### src/rtl/adc_pkg.sv
// Shared widths, modes and packed-stream geometry for the ADC sample packer slice.
package adc_pkg;
  localparam int SAMPLE_W    = 10;
  localparam int WORD_W      = 20;
  localparam int PACK_W      = 8;
  localparam int PACK_PHASES = 5;
  localparam int PAIR_W      = 2 * PACK_W;
  localparam int ACC_W       = 2 * PAIR_W;
  localparam int PHASE_W     = $clog2(PACK_PHASES);
  localparam int SHIFT_W     = $clog2(ACC_W);

  typedef enum logic {MODE_10B = 1'b0, MODE_8B = 1'b1} mode_t;

  // Stream bits already held from earlier pairs when a phase begins.
  function automatic logic [SHIFT_W-1:0] carry_bits(input logic [PHASE_W-1:0] phase);
    case (phase)
      3'd1:    carry_bits = 5'd16;
      3'd2:    carry_bits = 5'd12;
      3'd3:    carry_bits = 5'd8;
      3'd4:    carry_bits = 5'd4;
      default: carry_bits = 5'd0;
    endcase
  endfunction
endpackage

### src/rtl/adc_sample_packer_if.sv
// Pin bundle between ADC/control sources, the packer and the FIFO write port.
// Latency: none (wiring only). Backpressure: fifo_full only; the ADC side never stalls.
// test_mode exists only when ADC_PACKER_TEST_PATTERN_EN is defined.
interface adc_sample_packer_if #(
  parameter int DROP_CNT_W = 16
);
  import adc_pkg::*;

  logic                  enable;
  logic                  pack8;
  logic                  clr_overflow;
  logic [SAMPLE_W-1:0]   adc0_data;
  logic [SAMPLE_W-1:0]   adc1_data;
  logic                  fifo_full;
  logic [WORD_W-1:0]     fifo_wdata;
  logic                  fifo_winc;
  logic                  overflow;
  logic [DROP_CNT_W-1:0] drop_count;
`ifdef ADC_PACKER_TEST_PATTERN_EN
  logic                  test_mode;
`endif

  modport master (
`ifdef ADC_PACKER_TEST_PATTERN_EN
    output test_mode,
`endif
    output enable, pack8, clr_overflow, adc0_data, adc1_data, fifo_full,
    input  fifo_wdata, fifo_winc, overflow, drop_count
  );

  modport slave (
`ifdef ADC_PACKER_TEST_PATTERN_EN
    input  test_mode,
`endif
    input  enable, pack8, clr_overflow, adc0_data, adc1_data, fifo_full,
    output fifo_wdata, fifo_winc, overflow, drop_count
  );
endinterface

### src/rtl/pack8_gearbox.sv
// 16-bit pair to 20-bit word gearbox: 5 pairs in, 4 words out, MSB-first stream.
// Latency: combinational word/valid from the current pair; phase advances per pair.
// Backpressure: none; dropping pair_vld_i discards the partial group and restarts at phase 0.
module pack8_gearbox
  import adc_pkg::*;
(
  input  logic              clk,
  input  logic              rst,
  input  logic              pair_vld_i,
  input  logic [PAIR_W-1:0] pair_i,
  output logic [WORD_W-1:0] word_o,
  output logic              word_vld_o
);
  localparam logic [PHASE_W-1:0] PH_FIRST = '0;
  localparam logic [PHASE_W-1:0] PH_LAST  = PHASE_W'(PACK_PHASES - 1);

  logic [PHASE_W-1:0] phase_q, phase_d;
  logic [ACC_W-1:0]   acc_q, acc_d;
  logic [ACC_W-1:0]   merged;

  // acc_q keeps leftover stream bits left-aligned; the new pair lands right behind them.
  always_comb begin
    merged     = acc_q | ({pair_i, {PAIR_W{1'b0}}} >> carry_bits(phase_q));
    word_o     = merged[ACC_W-1 -: WORD_W];
    word_vld_o = pair_vld_i && (phase_q != PH_FIRST);
    phase_d    = PH_FIRST;
    acc_d      = '0;
    if (pair_vld_i) begin
      phase_d = (phase_q == PH_LAST) ? PH_FIRST : phase_q + 1'b1;
      acc_d   = (phase_q == PH_FIRST) ? merged : (merged << WORD_W);
    end
  end

  always_ff @(posedge clk or posedge rst) begin
    if (rst) begin
      phase_q <= PH_FIRST;
      acc_q   <= '0;
    end else begin
      phase_q <= phase_d;
      acc_q   <= acc_d;
    end
  end
endmodule

### src/rtl/sync_cell.sv
// Level synchroniser: shift chain bringing an asynchronous bit into clk.
// Latency: STAGES clk. Backpressure: none.
// Output clears to 0 on rst.
module sync_cell #(
  parameter int STAGES = 2
) (
  input  logic clk,
  input  logic rst,
  input  logic d_i,
  output logic q_o
);
  logic [STAGES-1:0] sync_q;

  always_ff @(posedge clk or posedge rst) begin
    if (rst) sync_q <= '0;
    else     sync_q <= {sync_q[STAGES-2:0], d_i};
  end

  assign q_o = sync_q[STAGES-1];
endmodule

### src/rtl/adc_sample_packer.sv
// ADC write-side front end: registers both samples, formats 10-bit or packed 8-bit FIFO words.
// Latency: 2 clk pin to fifo_wdata/fifo_winc. Optional test pattern: ADC_PACKER_TEST_PATTERN_EN.
// Backpressure: none upstream; writes during fifo_full are dropped, counted and flagged.
module adc_sample_packer
  import adc_pkg::*;
#(
  parameter int DROP_CNT_W  = 16,
  parameter int SYNC_STAGES = 2
) (
  input logic                clk,
  input logic                rst,
  adc_sample_packer_if.slave bus
);
  logic en_s, pk_s;

  sync_cell #(.STAGES(SYNC_STAGES)) u_sync_en (.clk(clk), .rst(rst), .d_i(bus.enable), .q_o(en_s));
  sync_cell #(.STAGES(SYNC_STAGES)) u_sync_pk (.clk(clk), .rst(rst), .d_i(bus.pack8),  .q_o(pk_s));

  logic [SAMPLE_W-1:0] adc0_q, adc1_q, adc0_d, adc1_d;

`ifdef ADC_PACKER_TEST_PATTERN_EN
  logic                tm_s;
  logic [SAMPLE_W-1:0] pat_q;

  sync_cell #(.STAGES(SYNC_STAGES)) u_sync_tm (.clk(clk), .rst(rst), .d_i(bus.test_mode), .q_o(tm_s));

  always_ff @(posedge clk or posedge rst) begin
    if (rst) pat_q <= '0;
    else     pat_q <= pat_q + 1'b1;
  end

  assign adc0_d = tm_s ? pat_q  : bus.adc0_data;
  assign adc1_d = tm_s ? ~pat_q : bus.adc1_data;
`else
  assign adc0_d = bus.adc0_data;
  assign adc1_d = bus.adc1_data;
`endif

  mode_t mode_q, mode_d;
  assign mode_d = en_s ? mode_q : (pk_s ? MODE_8B : MODE_10B);

  always_ff @(posedge clk or posedge rst) begin
    if (rst) begin
      adc0_q <= '0;
      adc1_q <= '0;
      mode_q <= MODE_10B;
    end else begin
      adc0_q <= adc0_d;
      adc1_q <= adc1_d;
      mode_q <= mode_d;
    end
  end

  logic              gb_vld;
  logic [WORD_W-1:0] gb_word;

  pack8_gearbox u_gearbox (
    .clk       (clk),
    .rst       (rst),
    .pair_vld_i(en_s && (mode_q == MODE_8B)),
    .pair_i    ({adc0_q[SAMPLE_W-1 -: PACK_W], adc1_q[SAMPLE_W-1 -: PACK_W]}),
    .word_o    (gb_word),
    .word_vld_o(gb_vld)
  );

  logic                  cand_vld, drop;
  logic [WORD_W-1:0]     cand_word;
  logic [WORD_W-1:0]     wdata_q, wdata_d;
  logic                  winc_q, winc_d;
  logic                  ovf_q, ovf_d;
  logic [DROP_CNT_W-1:0] drop_cnt_q, drop_cnt_d;

  // The packing phase keeps advancing through drops, so a full FIFO never stalls the ADC.
  always_comb begin
    cand_vld   = en_s && ((mode_q == MODE_10B) || gb_vld);
    cand_word  = (mode_q == MODE_8B) ? gb_word : {adc0_q, adc1_q};
    drop       = cand_vld && bus.fifo_full;
    winc_d     = cand_vld && !bus.fifo_full;
    wdata_d    = winc_d ? cand_word : wdata_q;
    ovf_d      = drop ? 1'b1 : (bus.clr_overflow ? 1'b0 : ovf_q);
    drop_cnt_d = (drop && (drop_cnt_q != '1)) ? drop_cnt_q + 1'b1 : drop_cnt_q;
  end

  always_ff @(posedge clk or posedge rst) begin
    if (rst) begin
      wdata_q    <= '0;
      winc_q     <= 1'b0;
      ovf_q      <= 1'b0;
      drop_cnt_q <= '0;
    end else begin
      wdata_q    <= wdata_d;
      winc_q     <= winc_d;
      ovf_q      <= ovf_d;
      drop_cnt_q <= drop_cnt_d;
    end
  end

  assign bus.fifo_wdata = wdata_q;
  assign bus.fifo_winc  = winc_q;
  assign bus.overflow   = ovf_q;
  assign bus.drop_count = drop_cnt_q;
endmodule

### src/flat_wrapper.sv
// flat-port wrapper written by rule: the top's interface ports become plain ports
module adc_sample_packer_flat import adc_pkg::*;
#(
  parameter int DROP_CNT_W  = 16,
  parameter int SYNC_STAGES = 2
)
  (clk, rst, bus_enable, bus_pack8, bus_clr_overflow, bus_adc0_data, bus_adc1_data, bus_fifo_full, bus_fifo_wdata, bus_fifo_winc, bus_overflow, bus_drop_count);
  adc_sample_packer_if #(.DROP_CNT_W(DROP_CNT_W)) bus_i ();
  input logic clk;
  input logic rst;
  input wire logic [$bits(bus_i.enable)-1:0] bus_enable;
  input wire logic [$bits(bus_i.pack8)-1:0] bus_pack8;
  input wire logic [$bits(bus_i.clr_overflow)-1:0] bus_clr_overflow;
  input wire logic [$bits(bus_i.adc0_data)-1:0] bus_adc0_data;
  input wire logic [$bits(bus_i.adc1_data)-1:0] bus_adc1_data;
  input wire logic [$bits(bus_i.fifo_full)-1:0] bus_fifo_full;
  output wire logic [$bits(bus_i.fifo_wdata)-1:0] bus_fifo_wdata;
  output wire logic [$bits(bus_i.fifo_winc)-1:0] bus_fifo_winc;
  output wire logic [$bits(bus_i.overflow)-1:0] bus_overflow;
  output wire logic [$bits(bus_i.drop_count)-1:0] bus_drop_count;
  assign bus_i.enable = bus_enable;
  assign bus_i.pack8 = bus_pack8;
  assign bus_i.clr_overflow = bus_clr_overflow;
  assign bus_i.adc0_data = bus_adc0_data;
  assign bus_i.adc1_data = bus_adc1_data;
  assign bus_i.fifo_full = bus_fifo_full;
  assign bus_fifo_wdata = bus_i.fifo_wdata;
  assign bus_fifo_winc = bus_i.fifo_winc;
  assign bus_overflow = bus_i.overflow;
  assign bus_drop_count = bus_i.drop_count;
  adc_sample_packer #(.DROP_CNT_W(DROP_CNT_W), .SYNC_STAGES(SYNC_STAGES)) u_core (.clk(clk), .rst(rst), .bus(bus_i));
endmodule
### config.mk
export PLATFORM = sky130hd
export DESIGN_NAME = adc_sample_packer_flat
export DESIGN_NICKNAME = d
export VERILOG_FILES = /design/src/rtl/adc_pkg.sv /design/src/rtl/adc_sample_packer_if.sv /design/src/rtl/pack8_gearbox.sv /design/src/rtl/sync_cell.sv /design/src/rtl/adc_sample_packer.sv /design/src/flat_wrapper.sv
export SDC_FILE = /design/constraint.sdc
export NUM_CORES = 1
export LEC_CHECK = 0
export ABC_AREA = 1
export CORE_MARGIN = 5
export CORE_UTILIZATION = 47
export DETAILED_ROUTE_END_ITERATION = 10
export PLACE_DENSITY = 0.81
export REMOVE_ABC_BUFFERS = 1
export SLEW_MARGIN = 25
export SYNTH_ARGS = -nofsm -noshare
export SYNTH_HDL_FRONTEND = slang
export SYNTH_HIERARCHICAL = 1
export SYNTH_SLANG_ARGS = --single-unit
export TNS_END_PERCENT = 20
### constraint.sdc
create_clock -name clk -period 2.78 [get_ports clk]
set_clock_uncertainty 0.1 [all_clocks]
set_input_delay 0.695 -clock clk [delete_from_list [all_inputs] [get_ports clk]]
set_output_delay 0.695 -clock clk [all_outputs]
set_load 0.005 [all_outputs]
==> results of run 1 <==
area by class of cell:
class                      count  area [um2]  area share
inverter                      76         285      0.0477
clock buffer                  10         128      0.0213
clock inverter                 6        90.1      0.0151
multi-input combinational    429        2130       0.355
tap                          136         170      0.0284
timing repair buffer          75         733       0.123
sequential                    98        2450       0.410
where the power goes:
part	switching, uW	total, uW	internal (uW)
clock network	500	1010	511
registers	116	1680	1570
logic	355	742	387
cells in the final DEF, fill, tap and decap left out, drive strengths merged:
master         Yosys  final
xor2               2      2
nand3b             4      4
a31oi              4      4
clkinv             0      2
and2               3      3
clkdlybuf4s50      0     63
nand2            207    207
o21ai             33     33
nor2              44     44
bufinv             0      2
buf               14     12
xnor2              4      4
nand3             63     63
ha                 6      6
clkbuf             9     10
clkinvlp           0      1
a21oi             20     20
o21a              20     20
o21bai             8      8
inv               76     77
dfrtp             98     98
nor3               2      2
nand4              9      9
path summary, 6_finish.rpt:
path / cells after the start / slack (ns) / to / start
setup reg to reg: 13 / 0.53 / u_core/bus.fifo_wdata[2]$_DFFE_PP0P_ / u_core/u_gearbox/phase_q[0]$_DFF_PP0_
min in group asynchronous: 2 / 0.47 / u_core/u_sync_pk/sync_q[1]$_DFF_PP0_ / rst
max in group asynchronous: 3 / 1.30 / u_core/bus.drop_count[4]$_DFFE_PP0P_ / rst
hold / removal: 0 / 0.25 / u_core/u_sync_pk/sync_q[1]$_DFF_PP0_ / u_core/u_sync_pk/sync_q[0]$_DFF_PP0_
hold reg to reg: 0 / 0.25 / u_core/u_sync_pk/sync_q[1]$_DFF_PP0_ / u_core/u_sync_pk/sync_q[0]$_DFF_PP0_
setup / recovery: 13 / 0.53 / u_core/bus.fifo_wdata[2]$_DFFE_PP0P_ / u_core/u_gearbox/phase_q[0]$_DFF_PP0_
registers in the layout, summed over array words and instances (netlist names):
register	count
u_core/mode_q	1
u_core/u_sync_pk/sync_q	2
u_core/u_sync_en/sync_q	2
u_core/u_gearbox/phase_q	3
u_core/adc0_q	10
u_core/bus.drop_count	16
u_core/adc1_q	10
u_core/bus.overflow	1
u_core/bus.fifo_wdata	20
u_core/u_gearbox/acc_q	32
u_core/bus.fifo_winc	1
logic make-up after synthesis:
logic type               after synthesis  synth area share
AND/OR/NAND/NOR                      332             0.293
flip-flops                            98             0.491
adder cells (fa/ha/maj)                6            0.0150
XOR/XNOR                               6            0.0105
buffers and inverters                 99            0.0827
AO/OA/AOI/OAI                         85             0.107
worst reg2reg max path, delay by kind of cell, from the launching register on:
family | cells | cell delay, ns
buf+inv | 3 | 0.38
fa+ha+maj | 1 | 0.25
flops | 1 | 0.41
simple gates | 6 | 0.63
compound gates | 3 | 0.39
layer usage:
layer,GRT usage,vias to the layer above
met2,0.337,161
li1,-,2107
met4,0.0601,0
met5,0,-
met3,0.0503,21
met1,0.238,1985
stage by stage:
step	hold slack, ns	worst slack (ns)	setup TNS (ns)
final	0.254	0.531	0
after global routing	0.269	0.300	0
after CTS	0.260	0.526	0
after detailed placement	0.246	0.490	0
after global placement	0.235	0.530	0
after floorplan	0.231	-0.304	-6.24
==> results.txt, run 1 <==
The tools report the max-slew headroom at the worst pin as 0.603. For the pin with the worst max-slew slack, the measured transition is 0.594 ns. The die height was 113 um. Clock latency on the worst-skew pair, taken at its later pin, is 0.37 ns. Setup repair after global routing left no endpoint under its margin. Largest delay contributor family on the critical path: simple AND/OR/NAND/NOR gates.

Clock net sink count: 98. Synthesis inferred 98 register bits. The number of buffers inserted by hold repair at cts was 0.

The cell sitting at the root of the clock tree is a clkbuf_8. The capturing element type of the critical path was a flip-flop. The core outline area was 0.0103 mm2.

The async set or reset register ratio after synthesis works out to 1.00. Slowest library cell on the worst path: dfrtp_1. Using the TritonRoute via totals, the vias-per-cell ratio works out to 5.15. After clock tree synthesis, the clock-pin slew on the worst setup and hold paths is 0.10 ns. For the HPWL after detailed placement, the log shows 8.21 mm. The logs give 4298 for the via count of the first global-routing pass and 64 for the number of placed I/O pins. From synthesis to final layout, the design area changed by 19.9%. H-tree depth reported by CTS: 3. TritonCTS built the clock tree.

In the post-synthesis netlist, the biggest area contributors are dfrtp_1 49%, nand2_1 15%, nand3_1 5.8%, inv_1 5.6%, o21a_1 3.0%. Detailed routing placed a total of 802 um of wire on met3. For the worst setup path, the data arrival time is 2.42 ns. The analysis attributes to cell leakage a power of 0.00286 uW. In the post-synthesis netlist, the cell with the most instances is nand2_1. Core occupancy in the finished layout: 0.580.

Walking the worst path, the cells encountered are inv_1, ha_1, nand2_2, buf_4, nand3_1, and2_1, o21ai_1, nand2_1, inv_1, nand2_1, o21ai_0, nand2_1, o21a_1. The power per standard cell area was 574 mW/mm2. Detailed routing inserted a total of 4274 vias. The detailed router put a total of 5.06 mm of wire on met1.

The mean instance size in the synthesized netlist came out at 7.97 um2. By count the netlist is led by 198 x nand2_1, 98 x dfrtp_1, 74 x inv_1. The run gives 20.3 mm as the first-pass GRT wire length.

The total chip power is 3440 uW. The number of warnings printed during yosys synthesis was 6; the post-route cell area was 0.00598 mm2. The full die area is 0.0128 mm2. The logs give 0.00577 mm2 for the post-detailed-placement cell area and 0 for the number of design rule violations left after detail routing. Once layout is complete, the cells apart from fillers number 830.

The dominant cell type by count on the critical path is nand2_1. After detailed routing, the total wire length is 11.8 mm. The critical path in this run is classified as reg2reg.

The data required time at the worst endpoint is 2.95 ns, and the wire length per cell is 14.3 um. In this run the deepest clock path goes through 2 buffers. The nature of the critical path startpoint is a flip-flop. Counting the fill cells in the layout gives 911. The mapped netlist covers 0.00499 mm2. Period utilization: 0.809. Global routing finished with a remaining overflow of 0. The final critical path time including I/O delays and setup is 2.25 ns, and the number of antenna violations at the first check in global routing is 0. IR analysis of the VDD net gives a maximum drop of 0.413 mV.

Counting tap cells, the placed design contains a total of 814 instances. In this run, distinct cell masters in the synthesized netlist total 34. The fraction of synthesized cell area taken by the top area cell type works out to 0.491. The run finished with clean final reports. In this run, the number of DRC markers left after iteration 0 of detailed routing was 215.

Derived from the worst setup path, the maximum achievable clock frequency is 0.445 GHz. The run gives 42 as the maximum number of pins on one net before global-route repair. The die span in x was 113 um; the number of buffers and inverters on the critical path was 3. The highest layer touched by signal routing is met4. The post-detailed-route count of antenna-violating nets is 0, and the number of max-cap violations is 0. Counting the buffers created by CTS gives 9. The detailed-routing iteration count for the pre-antenna-repair pass was 5; the total length of routed met2 wires was 5.77 mm.

The run gives 0 as the count of endpoints failing hold in the final timing report. The type of the most critical hold path was reg2reg. The number of setup buffers added after CTS is 0.

Setup violations remaining at the end of the flow were counted as 0. The run gives 0 as the final number of max-transition violations. In this run the tool buffered the top-level ports with 63 buffer cells. The leading area contributor after synthesis was dfrtp_1. In this run the worst path has a maximum fanout of 16. The global routing usage summed across all routing layers is 0.195. The stage delay of the slowest cell on the critical path works out to 0.41 ns. The run gives 0.483 as the starting density of the core.

After floorplanning, the core was divided into 37 placement rows. The net count of the finished layout is 721. Synthesis handed over a netlist of 626 instances. The congestion estimate from routability-driven global placement came to 0.920. The antenna diode instance count was 0; the fraction of final layout cells with drive strength greater than 1 was 0.0879.

The post-cts gate resize count came out at 0. The run gives 0.491 as the share of synthesized area occupied by flip-flops and latches. The most used flip-flop cell after synthesis is dfrtp_1. The count of flip-flops with a built-in enable after synthesis is 0.
Note: power is estimated with default switching activity, not from simulation.
==> run 2, diff against run 1 <==
- PLACE_DENSITY: 0.81 -> 0.83
- clock period: 2.78 -> 1.95 ns (I/O delays scaled with it)
==> run 2 against run 1 <==
The run now ends with negative setup slack left; register-to-register slack worse by 0.71 ns; combinational power is 64% higher; critical path depth is 1 lower; highest routed layer unchanged.
==> results.txt, run 2 (same netlist as run 1, synthesis figures left out) <==
The run finished, with violations left. The checks that failed: negative setup slack. The clock share of power is 0.253 (was 0.294), and the starting DRC count in detailed routing is 334 (was 215). The run gives 0 (unchanged) as the number of design rule violations left after detail routing. Post-route cell area: 0.00673 mm2 (was 0.00598 mm2). The number of cells on the worst reg-to-reg path was 12 (was 13). The nature of the critical path startpoint was a flip-flop (unchanged). Largest register by flop count: u_core/u_gearbox/acc_q (unchanged). Antenna diode instance count: 0 (unchanged).

The total chip power is 4860 uW (was 3440 uW). The internal portion of total power was 3370 uW (was 2460 uW). The number of max-cap violations is 0 (unchanged). The full die area is 0.0128 mm2 (unchanged). Category of the critical setup timing path: reg2reg (unchanged). The count of endpoints failing hold in the final timing report came out at 0 (unchanged). The multi-input gate area in the final layout came out at 0.00236 mm2 (was 0.00213 mm2). The tools report the HPWL after detailed placement as 8.85 mm (was 8.21 mm).

The run gives 0.0103 mm2 (unchanged) as the core outline area. The largest voltage drop on the vdd net was 0.647 mV (was 0.413 mV). The highest net fanout along the worst path is 11 (was 16). Worst-case clock buffer depth: 2 (unchanged). The net switching power figure was 1490 uW (was 972 uW); the routed wire length was 14.2 mm (was 11.8 mm). The die span in x was 113 um (unchanged); the clock net sink count was 98 (unchanged). The run gives 42 (unchanged) as the maximum number of pins on one net before global-route repair. The tools report the starting density of the core as 0.483 (unchanged). The critical path data arrival time is 2.32 ns (was 2.42 ns), and the number of failing setup endpoints in the final timing report is 21 (was 0).

The run gives 0.00605 mm2 (was 0.00577 mm2) as the post-detailed-placement cell area. The tools report the number of antenna violations at the first check in global routing as 0 (unchanged). The number of buffers inserted by hold repair at cts is 0 (unchanged). The portion of total power attributed to combinational logic was 0.252 (was 0.216); the slew at the pin closest to its max-slew limit was 0.538 ns (was 0.594 ns). The run gives 0 (unchanged) as the post-detailed-route count of antenna-violating nets. The worst setup path startpoint is u_core/u_gearbox/phase_q[1]$_DFF_PP0_ (was u_core/u_gearbox/phase_q[0]$_DFF_PP0_). The wire length per cell is 16.1 um (was 14.3 um). The global routing usage summed across all routing layers was 0.212 (was 0.195); the H-tree depth reported by CTS was 3 (unchanged).

The fraction of final layout cells with drive strength greater than 1 is 0.227 (was 0.0879), and the power per standard cell area is 722 mW/mm2 (was 574 mW/mm2). The run gives 0 (unchanged) as the final number of max-transition violations. For the sequential fraction of design power, the log shows 0.495 (was 0.490). Critical register-to-register path startpoint: u_core/u_gearbox/phase_q[1]$_DFF_PP0_ (was u_core/u_gearbox/phase_q[0]$_DFF_PP0_). The number of port buffers was 63 (unchanged). Area added between synthesis and finish: 34.8% (was 19.9%). The tools report the pre-CTS setup slack as -0.180 ns (was 0.490 ns).

The internal reg-to-reg setup slack was -0.18 ns (was 0.53 ns); the flip-flop count of the largest register after layout was 32 (unchanged). The tools report the end of the worst register-to-register path as u_core/bus.fifo_wdata[8]$_DFFE_PP0P_ (was u_core/bus.fifo_wdata[2]$_DFFE_PP0P_). The clock transition at the registers of the reported paths came out at 0.10 ns (about the same).

TritonCTS built the clock tree. The max-slew headroom at the worst pin is 0.641 (was 0.603). Most common cell after layout, fill and taps aside: nand2_1 (unchanged). The area taken by flip-flops and latches is 0.00246 mm2 (was 0.00245 mm2). Endpoint of the worst setup timing path: u_core/bus.fifo_wdata[8]$_DFFE_PP0P_ (was u_core/bus.fifo_wdata[2]$_DFFE_PP0P_). The average vias per placed instance is 5.32 (was 5.15), and the worst-skew pair later-pin latency is 0.39 ns (was 0.37 ns). The tools report the final setup slack of the worst path as -0.183 ns (was 0.531 ns).

The die height came out at 113 um (unchanged). Cell at the root of the clock tree: clkbuf_8 (unchanged). Total clock buffers created by CTS: 9 (unchanged). For the worst hold margin, the log shows 0.258 ns (was 0.254 ns). The number of placed I/O pins was 64 (unchanged). Setup repair after global routing could not meet its margin everywhere. The tools report the number of fillers in the final layout as 829 (was 911).

The run gives 2.14 ns (was 2.95 ns) as the data required time at the worst endpoint. The top achievable clock speed is 0.469 GHz (was 0.445 GHz). The switching part of the total power works out to 0.307 (was 0.283). The global placement routability congestion was 0.935 (was 0.920). The overall overflow remaining after global route is 0 (unchanged). The via count of the first global-routing pass is 4540 (was 4298), and the accumulated negative setup slack is -1.40 ns (was 0 ns). The cell leakage power was 0.00331 uW (was 0.00286 uW). Leading cell types in the layout, fill and taps excluded: 187 x nand2_1, 95 x dfrtp_1, 66 x inv_1, 47 x clkdlybuf4s50_1, 43 x buf_4 (was 198 x nand2_1, 98 x dfrtp_1, 73 x inv_1, 63 x clkdlybuf4s50_1, 58 x nand3_1). The tools report the capturing element type of the critical path as a flip-flop (unchanged). The via count of the routed design was 4685 (was 4274); the number of rows created at floorplan was 37 (unchanged). Final critical path time including I/O delays and setup: 2.13 ns (was 2.25 ns). Type of the most critical hold path: in2async (was reg2reg).

The run gives 5 (unchanged) as the detailed-routing iteration count for the pre-antenna-repair pass. The tools report the final net count as 772 (was 721). The period utilization came out at 1.09 (was 0.809). The tools report the first-pass GRT wire length as 21.9 mm (was 20.3 mm).
-- run 2: changes by cell type in the layout (fill, tap and decap cells not counted), sizes merged, moves of 2 or more --
cell	change
clkdlybuf4s50	-16
clkinv	+2
clkbuf	+3
dlymetal6s2s	+6
dlygate4sd2	+10
bufinv	-2
buf	+48
-- run 2: layout make-up --
class,count,share of cell area
clock buffers,10,0.0205
clock inverters,6,0.00632
inverters,76,0.0424
multi-input cells,429,0.351
flip-flops and latches,98,0.365
well taps,136,0.0253
repair buffers,126,0.190
-- run 2: worst min-delay path by stage --
stage	slack [ns]	start	cells past startpoint	to
after floorplan	0.13	rst	1	u_core/u_sync_en/sync_q[0]$_DFF_PP0_
after global placement	0.23	u_core/u_sync_en/sync_q[0]$_DFF_PP0_	0	u_core/u_sync_en/sync_q[1]$_DFF_PP0_
after detailed placement	0.24	u_core/u_sync_pk/sync_q[0]$_DFF_PP0_	0	u_core/u_sync_pk/sync_q[1]$_DFF_PP0_
after CTS	0.24	rst	2	u_core/u_sync_pk/sync_q[0]$_DFF_PP0_
after global routing	0.26	rst	2	u_core/u_sync_pk/sync_q[0]$_DFF_PP0_
final	0.26	rst	2	u_core/u_sync_pk/sync_q[0]$_DFF_PP0_
-- run 2: routing by layer --
metal / GRT usage / wire length, um
met2: 0.356 / 7060
met3: 0.0519 / 1120
met5: 0 / 0
met1: 0.274 / 5700
met4: 0.0617 / 302
-- run 2: power by group through the flow --
stage / clock network, uW / logic [uW] / registers, uW
final: 1230 / 1220 / 2400
after global routing: 1350 / 1350 / 2440
after CTS: 1260 / 1140 / 2400
after detailed placement: 0 / 1130 / 2440
after global placement: 0 / 1090 / 2430
after floorplan: 0 / 531 / 2430
-- run 2: critical path, stage by stage (launching register included) --
cell     delay, ns
dfrtp_1       0.46
ha_2          0.22
ha_4          0.18
a21oi_4       0.17
buf_6         0.19
nand3_2       0.10
nand3_2       0.08
nand2_2       0.06
inv_1         0.06
nand2_1       0.05
o21ai_0       0.14
nand2_1       0.10
o21a_1        0.12
-- run 2: stage by stage --
step,utilization,std cells
global route,0.652,881
detailed placement,0.586,845
global placement,0.586,845
floorplan,-,603
finish,0.652,881
CTS,0.622,868
-- run 2: repair_timing --
item	4_1_cts	5_1_grt
setup endpoints to repair	49	62
pin swaps	9	15
gates cloned	1	4
endpoints found under the hold margin	0	0
setup buffers	6	9
resized for setup	48	48
==> run 3, diff against run 2 <==
- CELL_PAD_IN_SITES_DETAIL_PLACEMENT: unset -> 0
- CELL_PAD_IN_SITES_GLOBAL_PLACEMENT: unset -> 1
- CORE_UTILIZATION: 47 -> 37
- PLACE_DENSITY: 0.83 -> 0.87
==> run 3 against run 2 <==
The flow still finishes with violations (negative setup slack); utilization down 13 points; critical path depth rose by 1; combinational power is essentially flat; critical endpoint is now u_core/bus.fifo_wdata[9]$_DFFE_PP0P_.
==> results.txt, run 3 (same netlist as run 1, synthesis figures left out) <==
The wire length per cell was 14.6 um (was 16.1 um); the fraction of final layout cells with drive strength greater than 1 was 0.228 (was 0.227). The type of the most critical hold path was reg2reg (was in2async). The critical path data arrival time was 2.19 ns (was 2.32 ns). The logs give -0.05 ns (was -0.18 ns) for the internal reg-to-reg setup slack and 0 (unchanged) for the overall overflow remaining after global route. The largest voltage drop on the vdd net was 0.436 mV (was 0.647 mV); the number of port buffers was 63 (unchanged).

Via count of the routed design: 4431 (was 4685). The area added between synthesis and finish is 38.2% (was 34.8%). The tools report the final net count as 765 (was 772). For the number of fillers in the final layout, the log shows 1232 (was 829).

The starting DRC count in detailed routing is 287 (was 334), and the average vias per placed instance is 4.85 (was 5.32). The number of buffers inserted by hold repair at cts is 0 (unchanged), and the clock transition at the registers of the reported paths is 0.07 ns (was 0.10 ns). The accumulated negative setup slack is -0.233 ns (was -1.40 ns), and the stage delay of the slowest cell on the critical path is 0.41 ns (was 0.46 ns).

The die span in x is 126 um (was 113 um). For the global placement routability congestion, the log shows 0.909 (was 0.935). The multi-input gate area in the final layout is 0.00240 mm2 (was 0.00236 mm2). The antenna diode instance count came out at 0 (unchanged). The global routing usage summed across all routing layers was 0.169 (was 0.212). The run gives 0.00329 uW (was 0.00331 uW) as the cell leakage power.

Among the stages of the critical path, the cell type that occurs most often is nand2_2. The starting density of the core was 0.377 (was 0.483); the count of endpoints failing hold in the final timing report was 0 (unchanged). Detailed-routing iteration count for the pre-antenna-repair pass: 5 (unchanged). TritonCTS built the clock tree. Category of the critical setup timing path: reg2reg (unchanged).

The capturing element type of the critical path is a flip-flop (unchanged). The period utilization came out at 1.03 (was 1.09). The total chip power was 5440 uW (was 4860 uW); the post-detailed-route count of antenna-violating nets was 0 (unchanged). Full die area: 0.0159 mm2 (was 0.0128 mm2).

The core outline area is 0.0132 mm2 (was 0.0103 mm2). The largest register by flop count was u_core/u_gearbox/acc_q (unchanged). The logs give 8.84 mm (was 8.85 mm) for the HPWL after detailed placement and 0.00246 mm2 (about the same) for the area taken by flip-flops and latches. The number of max-cap violations was 0 (unchanged); the top achievable clock speed was 0.500 GHz (was 0.469 GHz). The total clock buffers created by CTS came out at 9 (unchanged). The number of placed I/O pins is 64 (unchanged). The flip-flop count of the largest register after layout was 32 (unchanged). Leading cell types in the layout, fill and taps excluded: 183 x nand2_1, 88 x dfrtp_1, 69 x inv_1, 59 x clkdlybuf4s50_1, 41 x nand3_1 (was 187 x nand2_1, 95 x dfrtp_1, 66 x inv_1, 47 x clkdlybuf4s50_1, 43 x buf_4).

The via count of the first global-routing pass is 4516 (was 4540), and the highest net fanout along the worst path is 6 (was 11). The run gives 2 (unchanged) as the worst-case clock buffer depth. The maximum number of pins on one net before global-route repair was 42 (unchanged); the final number of max-transition violations was 0 (unchanged).

The tools report the first-pass GRT wire length as 21.9 mm (about the same). Final setup slack of the worst path: -0.0508 ns (was -0.183 ns). The slew at the pin closest to its max-slew limit is 0.480 ns (was 0.538 ns). Most common cell after layout, fill and taps aside: nand2_1 (unchanged). Cell-by-cell trace of the critical path: ha_2, ha_4, a21oi_4, buf_6, nand3_1, nand2_2, nand2_2, nand2_2, inv_1, nand2_1, o21ai_0, nand2_1, o21a_1 (was ha_2, ha_4, a21oi_4, buf_6, nand3_2, nand3_2, nand2_2, inv_1, nand2_1, o21ai_0, nand2_1, o21a_1). For the number of design rule violations left after detail routing, the log shows 0 (unchanged). Largest delay contributor family on the critical path: simple AND/OR/NAND/NOR gates (was flip-flops). The number of buffers and inverters on the critical path came out at 2 (unchanged). The power per standard cell area works out to 788 mW/mm2 (was 722 mW/mm2). Number of failing setup endpoints in the final timing report: 10 (was 21). The run finished, with violations left.

Setup repair after global routing could not meet its margin everywhere. The cell at the root of the clock tree is clkbuf_16 (was clkbuf_8). The H-tree depth reported by CTS was 3 (unchanged); the worst-skew pair later-pin latency was 0.35 ns (was 0.39 ns).

The max-slew headroom at the worst pin came out at 0.680 (was 0.641). The routed wire length was 13.4 mm (was 14.2 mm); the die height was 126 um (was 113 um). The number of antenna violations at the first check in global routing is 0 (unchanged).

For the data required time at the worst endpoint, the log shows 2.14 ns (about the same). The slowest library cell on the worst path is dfrtp_1 (unchanged). The final critical path time including I/O delays and setup was 2.00 ns (was 2.13 ns); the clock net sink count was 98 (unchanged). Violations in the final reports: negative setup slack (unchanged). Nature of the critical path startpoint: a flip-flop (unchanged). The tools report the number of rows created at floorplan as 42 (was 37).
==> run 3: cell count changes in the layout (fill, tap and decap cells not counted), sizes merged, moves of 2 or more <==
cell           change
buf                -4
clkbuf             -2
clkdlybuf4s50     +12
clkinv             -3
dlygate4sd2       -10
dlymetal6s2s       -2
==> run 3: final cells by class <==
cell class	instances	share of cell area
Clock inverter	4	0.00744
Timing Repair Buffer	119	0.177
Tap cell	176	0.0319
Sequential cell	98	0.357
Inverter	76	0.0421
Clock buffer	11	0.0352
Multi-Input combinational cell	429	0.349
==> run 3: per-stage QoR <==
step | instances | hold WS (ns) | area [um2] | utilization | setup slack (ns)
floorplan | 603 | 0.129 | 4860 | - | -1.13
finish | 913 | 0.259 | 6900 | 0.521 | -0.0508
detailed placement | 880 | 0.236 | 6090 | 0.460 | -0.0986
global route | 913 | 0.270 | 6900 | 0.521 | -0.184
global placement | 880 | 0.243 | 6090 | 0.460 | -0.0298
CTS | 902 | 0.262 | 6590 | 0.498 | -0.0173
==> run 3: metal layers <==
| layer | part of all wire | wire [um] | GRT usage |
|---|---|---|---|
| met5 | 0 | 0 | 0 |
| met4 | 0.016 | 213 | 0.0429 |
| met3 | 0.064 | 853 | 0.0521 |
| met2 | 0.51 | 6780 | 0.290 |
| met1 | 0.41 | 5520 | 0.208 |
==> run 3: path summary, 6_finish.rpt <==
kind / cells after the start / startpoint / endpoint
worst min-delay path: 0 / u_core/u_sync_en/sync_q[0]$_DFF_PP0_ / u_core/u_sync_en/sync_q[1]$_DFF_PP0_
max in group asynchronous: 3 / rst / u_core/adc0_q[0]$_DFF_PP0_
min in group asynchronous: 2 / rst / u_core/u_sync_pk/sync_q[0]$_DFF_PP0_
worst max-delay path: 13 / u_core/u_gearbox/phase_q[1]$_DFF_PP0_ / u_core/bus.fifo_wdata[9]$_DFFE_PP0P_
worst min register to register: 0 / u_core/u_sync_en/sync_q[0]$_DFF_PP0_ / u_core/u_sync_en/sync_q[1]$_DFF_PP0_
worst max register to register: 13 / u_core/u_gearbox/phase_q[1]$_DFF_PP0_ / u_core/bus.fifo_wdata[9]$_DFFE_PP0P_
==> run 3: where the power goes <==
part | internal (uW) | switching (uW) | total (uW)
clock | 1030 | 766 | 1790
combinational | 664 | 569 | 1230
sequential | 2240 | 172 | 2410
==> run 3: repair_timing <==
item	CTS	global route
gates resized for setup	38	66
setup buffers	4	11
cloned	3	0
pin swaps	7	23
endpoints found under the hold margin	0	0
setup endpoints to repair	26	60
